<file path="src/rtl/exception_writer.sv">
// Exception / interrupt / ERET sequencer for the MEM stage.
//
// Accepts one request in IDLE (interrupt > exception > ERET), spends one
// cycle in COMMIT driving the CP0 write enables and field values, then one
// cycle in REDIRECT steering fetch to the handler (or to EPC for ERET).
//
// Ports:
//   clk, rst           clock and synchronous active-high reset
//   exc_*              MEM-stage exception request (code, pc, badvaddr, bd)
//   eret_valid         ERET reached MEM
//   instr_valid        MEM holds a real instruction (gates interrupts)
//   hw_int             hardware interrupt lines
//   Status_data, cause_data, EPC_data   current CP0 contents
//   ready              idle, able to accept a request
//   we                 CP0 write enables, one bit per register number
//   Exception_code .. Branch_delay      CP0 field values, valid in COMMIT
//   flush              squash IF through MEM (COMMIT and REDIRECT)
//   redirect_valid/pc  fetch PC override (REDIRECT)
module exception_writer #(
  parameter logic [31:0] EXC_VECTOR = 32'hBFC00380
) (
  input  logic        clk,
  input  logic        rst,
  input  logic        exc_valid,
  input  logic [4:0]  exc_code,
  input  logic [31:0] exc_pc,
  input  logic [31:0] exc_badvaddr,
  input  logic        exc_bd,
  input  logic        eret_valid,
  input  logic        instr_valid,
  input  logic [5:0]  hw_int,
  input  logic [31:0] Status_data,
  input  logic [31:0] cause_data,
  input  logic [31:0] EPC_data,
  output logic        ready,
  output logic [31:0] we,
  output logic [4:0]  Exception_code,
  output logic        EXL,
  output logic        new_IE,
  output logic [7:0]  interrupt_enable,
  output logic [5:0]  hardware_interruption,
  output logic [1:0]  software_interruption,
  output logic [31:0] EPCin,
  output logic [31:0] BADADDR,
  output logic        Branch_delay,
  output logic        flush,
  output logic        redirect_valid,
  output logic [31:0] redirect_pc
);

  typedef enum logic [1:0] {StIdle, StCommit, StRedirect} state_e;

  state_e      state_q, state_d;
  logic        is_eret_q, is_eret_d;
  logic [4:0]  code_q, code_d;
  logic [31:0] pc_q, pc_d;
  logic [31:0] badvaddr_q, badvaddr_d;
  logic        bd_q, bd_d;

  logic int_pending;

  // Interrupts need IE=1, EXL=0, an unmasked line and a real instruction to
  // attach EPC to.
  assign int_pending = instr_valid & Status_data[0] & ~Status_data[1] &
                       (|(hw_int & Status_data[15:10]));

  always_comb begin
    state_d    = state_q;
    is_eret_d  = is_eret_q;
    code_d     = code_q;
    pc_d       = pc_q;
    badvaddr_d = badvaddr_q;
    bd_d       = bd_q;
    unique case (state_q)
      StIdle: begin
        if (int_pending || exc_valid || eret_valid) begin
          state_d    = StCommit;
          pc_d       = exc_pc;
          badvaddr_d = exc_badvaddr;
          bd_d       = exc_bd;
          if (int_pending) begin
            is_eret_d = 1'b0;
            code_d    = 5'd0;
          end else if (exc_valid) begin
            is_eret_d = 1'b0;
            code_d    = exc_code;
          end else begin
            is_eret_d = 1'b1;
            code_d    = 5'd0;
          end
        end
      end
      StCommit:   state_d = StRedirect;
      StRedirect: state_d = StIdle;
      default:    state_d = StIdle;
    endcase
  end

  always_ff @(posedge clk) begin
    if (rst) begin
      state_q    <= StIdle;
      is_eret_q  <= 1'b0;
      code_q     <= 5'd0;
      pc_q       <= 32'd0;
      badvaddr_q <= 32'd0;
      bd_q       <= 1'b0;
    end else begin
      state_q    <= state_d;
      is_eret_q  <= is_eret_d;
      code_q     <= code_d;
      pc_q       <= pc_d;
      badvaddr_q <= badvaddr_d;
      bd_q       <= bd_d;
    end
  end

  always_comb begin
    ready                 = 1'b0;
    we                    = 32'd0;
    Exception_code        = 5'd0;
    EXL                   = 1'b0;
    new_IE                = 1'b0;
    interrupt_enable      = 8'd0;
    hardware_interruption = 6'd0;
    software_interruption = 2'd0;
    EPCin                 = 32'd0;
    BADADDR               = 32'd0;
    Branch_delay          = 1'b0;
    flush                 = 1'b0;
    redirect_valid        = 1'b0;
    redirect_pc           = 32'd0;
    unique case (state_q)
      StIdle: ready = 1'b1;
      StCommit: begin
        flush                 = 1'b1;
        new_IE                = Status_data[0];
        interrupt_enable      = Status_data[15:8];
        hardware_interruption = hw_int;
        software_interruption = cause_data[9:8];
        if (is_eret_q) begin
          we[12] = 1'b1;
          EXL    = 1'b0;
        end else begin
          we[12]         = 1'b1;
          we[13]         = 1'b1;
          we[14]         = 1'b1;
          // BadVAddr only for address-error codes (AdEL/AdES)
          we[8]          = (code_q == 5'd4) || (code_q == 5'd5);
          Exception_code = code_q;
          EXL            = 1'b1;
          EPCin          = bd_q ? (pc_q - 32'd4) : pc_q;
          BADADDR        = badvaddr_q;
          Branch_delay   = bd_q;
        end
      end
      StRedirect: begin
        flush          = 1'b1;
        redirect_valid = 1'b1;
        redirect_pc    = is_eret_q ? EPC_data : EXC_VECTOR;
      end
      default: ready = 1'b0;
    endcase
  end

endmodule

</file>
<file path="config.mk">
export PLATFORM = sky130hd
export DESIGN_NAME = exception_writer
export DESIGN_NICKNAME = d
export VERILOG_FILES = /design/src/rtl/exception_writer.sv
export SDC_FILE = /design/constraint.sdc
export NUM_CORES = 1
export LEC_CHECK = 0
export CAP_MARGIN = 40
export CORE_AREA = 2 2 130 132
export DETAILED_ROUTE_END_ITERATION = 10
export DIE_AREA = 0 0 132 134
export GPL_TIMING_DRIVEN = 1
export PLACE_DENSITY = 0.74
export RECOVER_POWER = 25
export SLEW_MARGIN = 20
export SYNTH_ARGS = -nofsm -noshare
export SYNTH_HDL_FRONTEND = slang
export SYNTH_SLANG_ARGS = --single-unit
export TNS_END_PERCENT = 100
</file>
<file path="constraint.sdc">
create_clock -name clk -period 3.1 [get_ports clk]
set_input_delay 0.62 -clock clk [delete_from_list [all_inputs] [get_ports clk]]
set_output_delay 0.62 -clock clk [all_outputs]
set_load 0.02 [all_outputs]
</file>
Yosys cells after proc, flatten, opt, wreduce, memory -nomap -nowiden. Cells that the tools add are included. Widths: inputs -> output; s select.

Logic and storage cells: 54. Bits of input ports: 177. Output and inout port bits: 155. Bits in registers: 73.

Add/sub/neg operators: 1. Muxes and demuxes: 30. Eq/ne operators: 5. Reductions and logical operators: 7. Bitwise operators: 5.

Operator list (number): $mux 32 (7); $sub 32x3->32 const B (1); $mux 5 (4); $mux 1 (12); $eq 5x3->1 const B (2); $mux 8 (1); $and 6x6->6 (1); $mux 2 (3); $mux 6 (1); $reduce_or 6->1 (1); $pmux 2 s2 (1); $and 1x1->1 (3); $logic_or 1x1->1 (3); $mux 3 (1); $eq 2x1->1 const B (1); $eq 2x2->1 const B (1); $logic_not 2->1 (1); $ne 2x2->1 const B (1); $reduce_and 2->1 (1); $reduce_or 2->1 (1); $not 1->1 (1).

Longest topological paths before layout. Gate-level depths: netlist of run 1.

Word-level depth: 7. Gate-level depth with buffers: 9. Gate-level depth less buffers: 7.

Least setup slack after synthesis of run 1. No wires, ideal clock.

Path type: register to output. Start: register bd_q. End: output port EPCin[29]. Cell stages (with the launch flop): 8. Data arrival time: 2.191 ns. Slack: 0.289 ns. Path buffers: 3. Data required time: 2.480 ns. Cells stage by stage: dfxtp_1 -> buf_4 -> or3b_1 -> clkbuf_2 -> or3_1 -> buf_2 -> or4_4 -> mux2i_1.

Cells in the longest elaborated chain, start to end: 3.

RTL lines: start: declaration (line 58) `logic bd_q, bd_d;`; start signal: assignment (line 106) `bd_q <= 1'b0;`; start signal: assignment (line 113) `bd_q <= bd_d;`; $mux 32 (line 151) `EPCin = bd_q ? (pc_q - 32'd4) : pc_q;`; $mux 32 (line 140) `if (is_eret_q) begin`; $mux 32 (line 132) `unique case (state_q)`; end: declaration (line 43) `output logic [31:0] EPCin,`.

Every way passes these cells.

Final worst setup path of run 1.
Start: register pc_q[16]. End: output port EPCin[24].

Cells in the longest elaborated chain, start to end: 4.

RTL lines: start: declaration (line 56) `logic [31:0] pc_q, pc_d;`; start signal: assignment (line 111) `pc_q <= pc_d;`; $sub 32x3->32 (line 151); $mux 32 (line 151); $mux 32 (line 140); $mux 32 (line 132).

Every way passes these cells.

==> impl_metrics.tcl, run 1 <==
set metrics [dict create \
    start_util_pct 29.4 \
    post-synth-top-count-cell "a21oi_1" \
    grt_max_degree 75 \
    slew_headroom_pct 44.9 \
    seqPwrFrac_pct 32.9 \
    first_pass_iters 5 \
    drv_slew 0 \
    grt_pass1_wl_mm 29.9 \
    synth_seq_cells 73 \
    fp.dieH_um 134 \
    synth_compound_area_share_pct 31.6 \
    synth_area_leaders "dfxtp_1, o211ai_1, a21oi_1" \
    timing.final.crit_share_pct 97.4 \
    vias 5700 \
    fin_ws_ps 80.9 \
    postCtsSetupBuffers 0 \
    drive_gt1_share_pct 10.9 \
    n_fill_cell 1605 \
    wl_per_cell_um 17.1 \
    cp.required_ps 2480 \
    dp.cells 1095 \
    finalSetupViolCount 0 \
    io_pins 332 \
    tightest_slew_ps 827 \
    port_buffers 251 \
    drtAntennaViolNets 0 \
    area_delta_synth_final_pct 65.9 \
    clk_pin_slew_ps 60 \
    yosys_warnings 0 \
    post-route-min-period_ps 3020 \
    synthDominantCellAreaShare_pct 30.5 \
    die_x_um 132 \
    hold_buffers 0 \
    synth_edf_count 0 \
    placed_area_um2 7670 \
    worstSetupStartpointType "flip-flop" \
    max-vdd-ir-drop_uv 304 \
    clock-sinks 73 \
    hold_viol 0 \
    die_area_um2 17700 \
    drt-initial-drc-count 408 \
    rsz0062_at_grt "false" \
    coreArea_um2 16300 \
    fmax_mhz 331 \
    finish.net_count 1067 \
    power.total_mw 3.28 \
    stdcell_area_um2 7960 \
    overflow 0 \
    htree_num_levels 3 \
    synth-adder-area-share_pct 1.04 \
    async_flop_share_pct 0 \
    num_antenna_cells 0 \
    synth_top_family_by_area "compound AO/OA/AOI/OAI gates" \
    utilization_pct 48.8 \
    dp_hpwl_mm 13.7 \
    pre_cts_ws_ps -36.7 \
    ys_seq_area_share_pct 30.5 \
    syn_area_um2 4790 \
    tns_ps 0 \
    timing.hold.ws_ps 470 \
    cts_tree "yes" \
    p_clk_share_pct 30.1 \
    routabilityCongestion 0.836 \
    drcViolationCount 0 \
    leakagePower_nw 3.06 \
    grt_use_total_pct 21.0 \
    grt_antenna_before_repair 0 \
    min_path_type "reg2reg" \
    ys.flop_type "dfxtp_1" \
    cts.path.max_buffers 2 \
    yosys.area_share.xor_xnor_pct 1.83 \
    rows 47 \
    arrival_ps 2400 \
    drv_cap 0 \
    cp_max_fo 8 \
    avgSynthCellArea_um2 7.48 \
    end_kind "primary output" \
    cts_root_buffer "clkbuf_16" \
    synthCells 641 \
    worstSetupPathType "reg2out" \
    synth_mux_area_share_pct 1.04 \
    ys_types 47 \
    power_switching_mw 1.09 \
    yosys.area_share.simple_pct 22.4 \
    cts_made_buffers 9 \
    clock_latency_ps 330 \
    fin_skew_ps 5.05 \
    status "complete, no violations" \
    grt_pass1_vias 5379 \
    vias_per_cell 5.14 \
    stdcell_count 1110 \
    internal-power_mw 2.19 \
    synth_common_cells "a21oi_1, o21ai_0, dfxtp_1" \
    synth_top_area_cell "dfxtp_1" \
    power_frac_comb_pct 36.9 \
    switching_share_pct 33.2 \
    powerDensity_nw_per_um2 412 \
    drt_wl_total_mm 19.0 \
]
-- cell usage in the layout, fill, tap and decap left out, drive strengths merged, types with 9 or more instances in the layout --
cell type / netlist / layout
o21ai: 75 / 75
conb: 1 / 28
clkdlybuf4s50: 0 / 231
or4: 13 / 13
inv: 16 / 16
nor2: 21 / 21
nand2: 13 / 13
o211ai: 65 / 65
dlygate4sd2: 0 / 9
clkbuf: 63 / 19
and3: 20 / 20
a21boi: 12 / 12
dfxtp: 73 / 73
and2: 58 / 58
a21oi: 82 / 82
buf: 36 / 58
-- critical path, cell delays in order, from the launching register on --
cell	delay, ps
dfxtp_1	320
or4_1	570
or2_4	270
buf_4	160
or4_1	390
a21oi_1	180
buf_4	170
-- sequential cells by signal, indices dropped and copies added, names as in the netlist --
register,flops
badvaddr_q,32
code_q,5
bd_q,1
state_q,2
pc_q,32
is_eret_q,1
-- logic make-up (layout without fill, tap and decap cells) --
kind of cell    after synthesis  count (layout)
compound gates              253             253
xor+xnor                     10              10
fa+ha+maj                     4               4
buf+inv                     116             338
flops                        73              73
mux                           5               5
other cells                   1              28
simple gates                179             179
-- layout make-up --
cell class              instances  area [µm²]  area share (%)
clock buffers                  13         270            3.40
clock inverters                 2        12.5           0.157
inverters                      17        63.8           0.802
multi-input cells             479        2950            37.1
flip-flops and latches         73        1460            18.4
well taps                     220         275            3.46
repair buffers                306        2920            36.7
-- per-layer routing --
metal  track usage, %  share of wire (%)
met2             34.3                 47
met4             5.98                1.3
met5                0                  0
met1             27.1                 43
met3             5.86                8.4
-- what timing repair did --
action / CTS / global route
gates resized for setup: 39 / 17
endpoints found under the setup margin: 17 / 20
endpoints found under the hold margin: 0 / 0
pin swaps: 0 / 2
-- final timing paths --
kind / start / to / slack (ps) / cells past startpoint
max: pc_q[16]$_SDFFE_PP0P_ / EPCin[24] / 80 / 6
min: badvaddr_q[29]$_SDFFE_PP0P_ / badvaddr_q[29]$_SDFFE_PP0P_ / 470 / 2
max reg2reg: state_q[0]$_SDFFE_PP0P_ / state_q[1]$_SDFFE_PP0P_ / 390 / 7
min reg2reg: badvaddr_q[29]$_SDFFE_PP0P_ / badvaddr_q[29]$_SDFFE_PP0P_ / 470 / 2
-- power by group through the flow --
stage | clock network [mW] | registers [mW] | logic (mW)
floorplan | 0 | 1.10 | 0.647
global placement | 0 | 1.09 | 1.18
detailed placement | 0 | 1.10 | 1.20
finish | 0.988 | 1.08 | 1.21
CTS | 1.02 | 1.08 | 1.20
global route | 1.05 | 1.09 | 1.32
Power figures use the tool's default switching activity.
==> run 2, diff against run 1 <==
Settings changed: CORE_AREA 2 2 130 132 to 3 3 127 129, DIE_AREA 0 0 132 134 to 0 0 130 132, PLACE_DENSITY 0.74 to 0.78.
==> run 2 against run 1 <==
  * The flow now finishes with violations (max-capacitance violations, max-slew violations)
  * Design area hardly changed
  * Register-to-register slack improved by 770 ps
  * Sequential power hardly changed
  * Clock-buffer cell count down 4
  * Total power grew 6.6%
  * Combinational power hardly changed
  * Highest routed layer unchanged
==> impl_metrics.tcl, run 2 (synthesized netlist as in run 1, its figures left out) <==
set metrics [dict create \
    slew_headroom_pct -3.10 \
    hold_buffers 0 \
    dp.cells 1057 \
    drtAntennaViolNets 0 \
    rows 45 \
    die_x_um 130 \
    num_antenna_cells 0 \
    grt_pass1_wl_mm 28.6 \
    failed_checks "max-capacitance violations, max-slew violations" \
    cp_max_fo 4 \
    status "finished with violations" \
    cts.path.max_buffers 2 \
    end_kind "primary output" \
    drive_gt1_share_pct 11.3 \
    r2r-start "state_q[0]$_SDFFE_PP0P_" \
    layout_commonest_cell "clkdlybuf4s50_1" \
    fin_ws_ps 48.5 \
    io_pins 332 \
    clock-sinks 73 \
    drv_cap 1 \
    fmax_mhz 328 \
    worstSetupPathType "reg2out" \
    post-route-min-period_ps 3050 \
    grt_use_total_pct 20.7 \
    wl_per_cell_um 17.2 \
    coreArea_um2 15100 \
    stdcell_count 1073 \
    power.total_mw 3.50 \
    cts_root_buffer "clkbuf_16" \
    grt_pass1_vias 5269 \
    hold_viol 0 \
    timing.hold.ws_ps 466 \
    finalSetupViolCount 0 \
    powerDensity_nw_per_um2 439 \
    top_regs "badvaddr_q (32), pc_q (32), code_q (5)" \
    drv_slew 75 \
    drt-initial-drc-count 370 \
    overflow 0 \
    area_delta_synth_final_pct 66.0 \
    layout_common_cells "clkdlybuf4s50_1, a21oi_1, o21ai_0, dfxtp_1, o211ai_1" \
    finish.net_count 1061 \
    pre_cts_ws_ps -37.6 \
    rsz0062_at_grt "true" \
    htree_num_levels 3 \
    cp-startpoint "pc_q[21]$_SDFFE_PP0P_" \
    fp.dieH_um 132 \
    first_pass_iters 4 \
    clk_pin_slew_ps 60 \
    port_buffers 251 \
    clock_latency_ps 340 \
    routabilityCongestion 0.877 \
    grt_antenna_before_repair 0 \
    dp_hpwl_mm 13.2 \
    grt_max_degree 75 \
    drt_wl_total_mm 18.5 \
    start_util_pct 31.7 \
    worstSetupStartpointType "flip-flop" \
    fin_skew_ps 4.40 \
    max-vdd-ir-drop_uv 310 \
    min_from "code_q[2]$_SDFFE_PP0P_" \
    arrival_ps 2430 \
    vias_per_cell 5.25 \
    die_area_um2 17200 \
    cp.required_ps 2480 \
    timing.final.crit_share_pct 98.4 \
    utilization_pct 52.5 \
    leakagePower_nw 3.03 \
    vias 5630 \
    drcViolationCount 0 \
    cts_tree "yes" \
    min_path_type "reg2reg" \
    tightest_slew_ps 1550 \
    cts_made_buffers 9 \
]
[run 2: area by class of cell]
cell class | count | area [µm²]
fillers | 1459 | 7190
flip-flops and latches | 73 | 1460
well taps | 188 | 235
inverters | 17 | 63.8
clock inverters | 7 | 119
repair buffers | 300 | 2860
clock buffers | 9 | 225
multi-input cells | 479 | 3000
[run 2: worst max-delay path, stage by stage, from the launching register on]
cell and delay (ps):
dfxtp_1 310, or4_4 550, or4_1 440, or4_4 500
a21oi_2 150, buf_4 150
[run 2: metal layers]
metal / routed length [µm] / share of wire (%) / up-vias / GRT usage (%)
li1: - / - / 2746 / -
met1: 8370 / 45 / 2645 / 29.1
met2: 8230 / 45 / 216 / 30.4
met3: 1600 / 8.6 / 23 / 6.81
met4: 292 / 1.6 / 0 / 5.54
met5: 0 / 0 / - / 0
[run 2: path summary, 6_finish.rpt]
kind | slack, ps | cells past startpoint | end
setup reg to reg | 1160 | 7 | badvaddr_q[17]$_SDFFE_PP0P_
hold / removal | 470 | 2 | code_q[2]$_SDFFE_PP0P_
setup / recovery | 50 | 5 | EPCin[28]
hold reg to reg | 470 | 2 | code_q[2]$_SDFFE_PP0P_
[run 2: per-stage QoR]
stage | cell area (µm²) | TNS, ps
after global routing | 7960 | -47.1
after detailed placement | 7560 | -63.3
final | 7960 | 0
after floorplan | 4900 | 0
after CTS | 7920 | -124
after global placement | 7560 | -44.1
[run 2: timing repair]
action / CTS / global route
buffers inserted: 0 / 0
endpoints found under the hold margin: 0 / 0
gates cloned: 0 / 0
pin swaps: 0 / 0
setup endpoints to repair: 17 / 11
gates resized for setup: 41 / 22
[run 2: where the power goes]
| group | total, mW | switching [mW] | internal, mW |
|---|---|---|---|
| logic | 1.21 | 0.644 | 0.562 |
| clock network | 1.20 | 0.419 | 0.786 |
| registers | 1.09 | 0.0567 | 1.03 |
